**src/rtl/wallace_pkg.sv**
```systemverilog
// Mode encoding and tree-shape helpers shared by the Wallace-tree MAC.
package wallace_pkg;

    typedef enum logic [1:0] {
        MODE_UMUL = 2'b00,
        MODE_SMUL = 2'b01,
        MODE_SMAC = 2'b10,
        MODE_CLR  = 2'b11
    } mode_t;

    // Rows left after one layer: 3:2 groups, a 2:2 on a leftover pair, a lone row passes.
    function automatic int unsigned next_rows(input int unsigned n);
        return 2 * (n / 3) + (n % 3);
    endfunction

    // Rows entering a layer; layer 0 sees WIDTH rows plus two sign-correction rows.
    function automatic int unsigned rows_at(input int unsigned width, input int unsigned layer);
        int unsigned n;
        n = width + 2;
        for (int unsigned i = 0; i < layer; i++) begin
            n = next_rows(n);
        end
        return n;
    endfunction

    function automatic int unsigned tree_layers(input int unsigned width);
        int unsigned n;
        int unsigned l;
        n = width + 2;
        l = 0;
        while (n > 2) begin
            n = next_rows(n);
            l++;
        end
        return l;
    endfunction

    // Internal register k (1..stages-2) sits in front of this layer; 0 means no register.
    function automatic int unsigned cut_idx(input int unsigned layer, input int unsigned layers,
                                            input int unsigned stages);
        int unsigned res;
        res = 0;
        for (int unsigned k = 1; k + 2 <= stages; k++) begin
            if ((k * (layers + 1)) / (stages - 1) == layer) begin
                res = k;
            end
        end
        return res;
    endfunction

endpackage

```
**src/rtl/wallace_csa_row.sv**
```systemverilog
// One row of 3:2 carry-save compressors; carry is pre-shifted to its weight and truncated.
module wallace_csa_row #(
    parameter int unsigned W = 16
) (
    input  logic [W-1:0] x,
    input  logic [W-1:0] y,
    input  logic [W-1:0] z,
    output logic [W-1:0] s,
    output logic [W-1:0] c
);

    logic [W-2:0] maj;

    assign s   = x ^ y ^ z;
    assign maj = (x[W-2:0] & y[W-2:0]) | (x[W-2:0] & z[W-2:0]) | (y[W-2:0] & z[W-2:0]);
    assign c   = {maj, 1'b0};

endmodule

```
**src/rtl/wallace_pipe_mac.sv**
```systemverilog
// Pipelined Wallace-tree multiplier with signed/unsigned modes and a wrapping accumulator.
module wallace_pipe_mac
    import wallace_pkg::*;
#(
    parameter int unsigned WIDTH     = 32,
    parameter int unsigned STAGES    = 3,
    parameter int unsigned ACC_GUARD = 8
) (
    input  logic                         clk,
    input  logic                         rst,
    input  logic                         in_valid,
    output logic                         in_ready,
    input  logic [WIDTH-1:0]             a,
    input  logic [WIDTH-1:0]             b,
    input  logic [1:0]                   mode,
    output logic                         out_valid,
    input  logic                         out_ready,
    output logic [2*WIDTH-1:0]           p,
    output logic [2*WIDTH+ACC_GUARD-1:0] acc
);

    localparam int unsigned W  = WIDTH;
    localparam int unsigned PW = 2 * WIDTH;
    localparam int unsigned AW = PW + ACC_GUARD;
    localparam int unsigned S  = STAGES;
    localparam int unsigned L  = tree_layers(WIDTH);
    localparam int unsigned NR = W + 2;

    logic          adv;
    logic [S-1:0]  v_q;
    mode_t         m_q [S];
    logic [W-1:0]  a_q;
    logic [W-1:0]  b_q;
    logic          sa;
    logic          sb;
    logic [PW-1:0] a_sx;
    logic [PW-1:0] pp [NR];
    logic [PW-1:0] sum_c;
    logic [AW-1:0] acc_q;

    // A full output register with no taker freezes the whole pipe.
    assign adv       = !(out_valid && !out_ready);
    assign in_ready  = adv;
    assign out_valid = v_q[S-1];
    assign acc       = acc_q;

    // Operand capture plus valid/mode shift chain.
    always_ff @(posedge clk or posedge rst) begin
        if (rst) begin
            v_q <= '0;
            a_q <= '0;
            b_q <= '0;
            for (int unsigned s = 0; s < S; s++) begin
                m_q[s] <= MODE_UMUL;
            end
        end else if (adv) begin
            v_q[0] <= in_valid;
            m_q[0] <= mode_t'(mode);
            a_q    <= (mode == MODE_CLR) ? '0 : a;
            b_q    <= (mode == MODE_CLR) ? '0 : b;
            for (int unsigned s = 1; s < S; s++) begin
                v_q[s] <= v_q[s-1];
                m_q[s] <= m_q[s-1];
            end
        end
    end

    // Operands are treated as WIDTH+1-bit two's complement; the top multiplier bit has
    // negative weight, so its row is complemented and a +1 row is added at that weight.
    assign sa   = (m_q[0] != MODE_UMUL) && a_q[W-1];
    assign sb   = (m_q[0] != MODE_UMUL) && b_q[W-1];
    assign a_sx = {{(PW - W){sa}}, a_q};

    always_comb begin
        for (int unsigned i = 0; i < W; i++) begin
            pp[i] = b_q[i] ? (a_sx << i) : '0;
        end
        pp[W]   = sb ? ((~a_sx) << W) : '0;
        pp[W+1] = sb ? (PW'(1) << W) : '0;
    end

    // Tree levels; some levels are registered to spread the layers over the stages.
    for (genvar l = 0; l <= L; l++) begin : g_lv
        localparam int unsigned N = rows_at(W, l);
        logic [PW-1:0] src [N];
        logic [PW-1:0] cur [N];

        if (l == 0) begin : g_pp
            for (genvar r = 0; r < N; r++) begin : g_r
                assign src[r] = pp[r];
            end
        end else begin : g_tree
            localparam int unsigned NP = rows_at(W, l - 1);
            localparam int unsigned G  = NP / 3;
            for (genvar g = 0; g < G; g++) begin : g_csa
                wallace_csa_row #(.W(PW)) u_csa (
                    .x (g_lv[l-1].cur[3*g]),
                    .y (g_lv[l-1].cur[3*g+1]),
                    .z (g_lv[l-1].cur[3*g+2]),
                    .s (src[2*g]),
                    .c (src[2*g+1])
                );
            end
            if (NP % 3 == 2) begin : g_half
                wallace_csa_row #(.W(PW)) u_ha (
                    .x (g_lv[l-1].cur[NP-2]),
                    .y (g_lv[l-1].cur[NP-1]),
                    .z ('0),
                    .s (src[2*G]),
                    .c (src[2*G+1])
                );
            end else if (NP % 3 == 1) begin : g_pass
                assign src[2*G] = g_lv[l-1].cur[NP-1];
            end
        end

        if (cut_idx(l, L, S) != 0) begin : g_cut
            always_ff @(posedge clk or posedge rst) begin
                if (rst) begin
                    for (int unsigned r = 0; r < N; r++) begin
                        cur[r] <= '0;
                    end
                end else if (adv) begin
                    for (int unsigned r = 0; r < N; r++) begin
                        cur[r] <= src[r];
                    end
                end
            end
        end else begin : g_comb
            for (genvar r = 0; r < N; r++) begin : g_r
                assign cur[r] = src[r];
            end
        end
    end

    assign sum_c = g_lv[L].cur[0] + g_lv[L].cur[1];

    if (S > 1) begin : g_preg
        logic [PW-1:0] p_q;
        always_ff @(posedge clk or posedge rst) begin
            if (rst) begin
                p_q <= '0;
            end else if (adv) begin
                p_q <= sum_c;
            end
        end
        assign p = p_q;
    end else begin : g_pcomb
        assign p = sum_c;
    end

    // Accumulator acts only on the output handshake.
    always_ff @(posedge clk or posedge rst) begin
        if (rst) begin
            acc_q <= '0;
        end else if (out_valid && out_ready) begin
            if (m_q[S-1] == MODE_SMAC) begin
                acc_q <= acc_q + AW'($signed(p));
            end else if (m_q[S-1] == MODE_CLR) begin
                acc_q <= '0;
            end
        end
    end

endmodule

```
**config.mk**
```make
export PLATFORM = sky130hd
export DESIGN_NAME = wallace_pipe_mac
export DESIGN_NICKNAME = d
export VERILOG_FILES = /design/src/rtl/wallace_pkg.sv /design/src/rtl/wallace_csa_row.sv /design/src/rtl/wallace_pipe_mac.sv
export SDC_FILE = /design/constraint.sdc
export NUM_CORES = 2
export LEC_CHECK = 0
export CAP_MARGIN = 20
export CORE_AREA = 2 2 429 346
export CTS_BUF_LIST = sky130_fd_sc_hd__clkbuf_4
export CTS_CLUSTER_SIZE = 25
export DETAILED_ROUTE_END_ITERATION = 8
export DIE_AREA = 0 0 431 348
export PLACE_DENSITY_LB_ADDON = 0.05
export SLEW_MARGIN = 25
export SYNTH_ARGS = -nofsm -noshare
export SYNTH_HDL_FRONTEND = slang
export SYNTH_HIERARCHICAL = 1
export SYNTH_SLANG_ARGS = --single-unit
```
**constraint.sdc**
```tcl
create_clock -name clk -period 32.2 [get_ports clk]
set_clock_uncertainty 0.1 [all_clocks]
set_input_delay 6.44 -clock clk [delete_from_list [all_inputs] [get_ports clk]]
set_output_delay 6.44 -clock clk [all_outputs]
set_load 0.01 [all_outputs]
```
==> implementation parameters <==
Parameter                              Value

CTS
  TritonCTS clock tree    done
  Clock slew at reported path FFs    60 ps
  Hold buffers post-CTS    0
  TritonCTS Buffers    207
  Clock Latency Late Sink    1340 ps
  Number of buffers on the longest clock path    3
  Resize count post-CTS    0
  Post-CTS setup buffer count    0
  Master cell of the clock root buffer    clkbuf_4
  Number of H-tree branching levels    4
  Number of clock sinks    721

Hold path
  Class of the tightest hold or removal check    flip-flop to flip-flop

Route
  Routed wire per std cell    23.45 um
  Number of iterations in the first detailed-routing pass    6
  Average vias per placed instance    5.625
  DRC viols    0
  Detailed-route wire length    244.4 mm
  Routed Antenna Nets    0
  Number of vias after detailed routing    58.61k
  Number of design-rule violations left by the first detailed-router iteration    4,732

Yosys
  Mapped Cells    7,483
  Sequential element share of the synthesized area    20.78%
  Most frequently used flop master after synthesis    dfrtp_1
  Yosys warns    6
  Count of state elements after synthesis    721
  Share of flip-flops with an asynchronous set or reset    100.0%
  Number of different library cells in the post-synthesis netlist    88
  Syn Std Cell Area    86,840 sq um
  Syn_area_per_cell    11.60 sq um
  Number of synthesized flops with an enable pin    0

Cells and area
  Number of standard cells in the layout, taps in and fillers out    10.42k
  Share of post-route cells with drive strength above 1    5.789%
  Number of nets in the final layout    10.73k
  Area Overhead vs Synth    10.49%
  Number of fillers in the final layout    11.74k
  Final core utilization    65.66%

Global route
  Number of global-route vias before repair    64.41k
  Total track usage    34.80%
  Initial antenna violation count    13
  Maximum number of pins on one net before global-route repair    165
  Wire length of the first global-routing pass    387.8 mm
  Remaining global-route overflow    0

STA
  Worst slew margin relative to its limit    21.07%
  Final number of hold-violating endpoints    0
  Fin crit share    45.73%
  Unrepaired setup endpoints after global routing    no
  Setup tns final    0 ps
  Tightest hold margin    367.2 ps
  Post-route minimum period    14,730 ps
  FMAX    67.91 MHz
  Count of endpoints failing setup in the final report    0
  Slew at the pin closest to its max-slew limit    1184 ps
  Max-slew violations    0

Worst setup path
  CP startpoint kind    primary input
  Worst setup path class    primary input to output pin
  Worst Path Max Fanout    74
  Endpoint type of the worst setup path    output pin
  Critical path data required time    25,660 ps
  Arrival time reported for the critical path endpoint    8190 ps

Die
  Count of standard-cell rows    126
  Core Region    146,100 sq um
  Die extent in x    431 um
  Area of the die    150,000 sq um
  Height of the die    348 um
  Initial cell density of the core    59.42%
  Count of pins on the block boundary    208

Run status
  Run status    complete, no violations

Place
  Estimated wirelength of the detail-placed design    180.4 mm
  Placed instance count    10.03k
  Buffers added on ports    207
  Placer Congestion    0.9368

Run
  Max Cap Viol    0
==> Yosys cell counts (4+ instances only) <==
cell / number / area share (%)
fa_1: 2207 / 51
nand2_1: 1749 / 7.6
and2_1: 1064 / 7.7
dfrtp_1: 721 / 21
clkbuf_1: 374 / 1.6
a21oi_1: 181 / 1.0
ha_1: 134 / 1.9
nor2_1: 134 / 0.58
o21ai_0: 126 / 0.73
a21o_1: 74 / 0.64
a22o_1: 67 / 0.68
xor2_1: 59 / 0.60
xnor2_1: 56 / 0.56
nand3_1: 37 / 0.21
conb_1: 36 / 0.16
inv_1: 36 / 0.16
nand4_1: 36 / 0.26
buf_4: 35 / 0.30
xor3_1: 35 / 0.96
o21ai_1: 28 / 0.16
o21bai_1: 26 / 0.22
a31oi_1: 20 / 0.14
o21a_1: 19 / 0.16
o31ai_1: 19 / 0.16
nor3_1: 18 / 0.10
nand2b_1: 15 / 0.11
and3_1: 14 / 0.10
buf_2: 13 / 0.075
o211ai_1: 11 / 0.095
a211oi_1: 10 / 0.086
buf_1: 8 / 0.035
nor2b_1: 7 / 0.050
or3_1: 7 / 0.050
a221o_1: 6 / 0.069
nor3b_1: 5 / 0.043
nor4_1: 5 / 0.036
o2111ai_1: 5 / 0.050
or4_1: 4 / 0.035
==> per-layer routing <==
metal	wire, um	vias up	GRT usage [%]
met2	111500	2507	52.13
met5	0	-	0
met1	101300	31260	50.30
met3	22560	426	8.525
met4	9037	0	12.44
li1	-	24420	-
==> layout by cell type (no fill, tap or decap), drive strengths merged, types with 43 or more instances in the layout <==
cell,instances
fa,2207
nand2,1750
and2,1065
conb,818
dfrtp,721
clkbuf,292
clkdlybuf4s50,207
a21oi,184
o21ai,157
nor2,134
ha,134
a21o,74
buf,72
a22o,67
clkinv,62
xor2,59
xnor2,56
inv,43
==> flip-flops by register name, summed over array words and instances, names as in the netlist <==
register / count
a_q: 32
acc: 72
b_q: 32
g_lv.cur: 512
m_q: 6
p: 64
v_q: 3
==> critical path, stage by stage <==
cell and delay (ps):
clkdlybuf4s50_1 580, nor2b_4 90, inv_8 290, clkdlybuf4s50_1 640
==> metrics by stage <==
step | cell area (sq um) | setup WS, ps
floorplan | 89770 | 5434
global placement | 93160 | 17520
detailed placement | 93170 | 17520
CTS | 95820 | 17510
global route | 95920 | 17440
finish | 95950 | 17470
==> layout make-up <==
type                            instances  area (sq um)  share of cell area (%)
Sequential cell                       721         18120                   18.88
Clock buffer                          292          2192                   2.285
Clock inverter                         77         457.9                  0.4773
Inverter                               37         153.9                  0.1604
Tap cell                             1920          2402                   2.504
Antenna cell                           19         47.55                 0.04955
Multi-Input combinational cell       7076         69870                   72.82
Timing Repair Buffer                  279          2706                   2.821
==> cells by family after synthesis <==
kind of cell    count (synthesis)  share of synthesized area [%]
other cells                    36                         0.1556
flops                         721                          20.78
simple gates                 3116                          17.02
xor+xnor                      150                          2.118
compound gates                647                          4.873
mux                             4                        0.04755
fa+ha+maj                    2341                          52.81
buf+inv                       468                          2.202
==> final timing paths <==
path / from / end / slack, ps / cells past startpoint
max in group asynchronous: rst / g_lv[4].cur[148] / 23600 / 5
worst min-delay path: v_q[1] / v_q[1] / 370 / 2
worst max-delay path: out_ready / in_ready / 17470 / 4
min in group asynchronous: rst / g_lv[4].cur[119] / 5510 / 2
worst max register to register: g_lv[4].cur[10] / p[58] / 25520 / 16
worst min register to register: v_q[1] / v_q[1] / 370 / 2
Power is left out: the tool's default activity adds up to more than one toggle a clock period on the data nets, which glitch-free logic cannot reach.
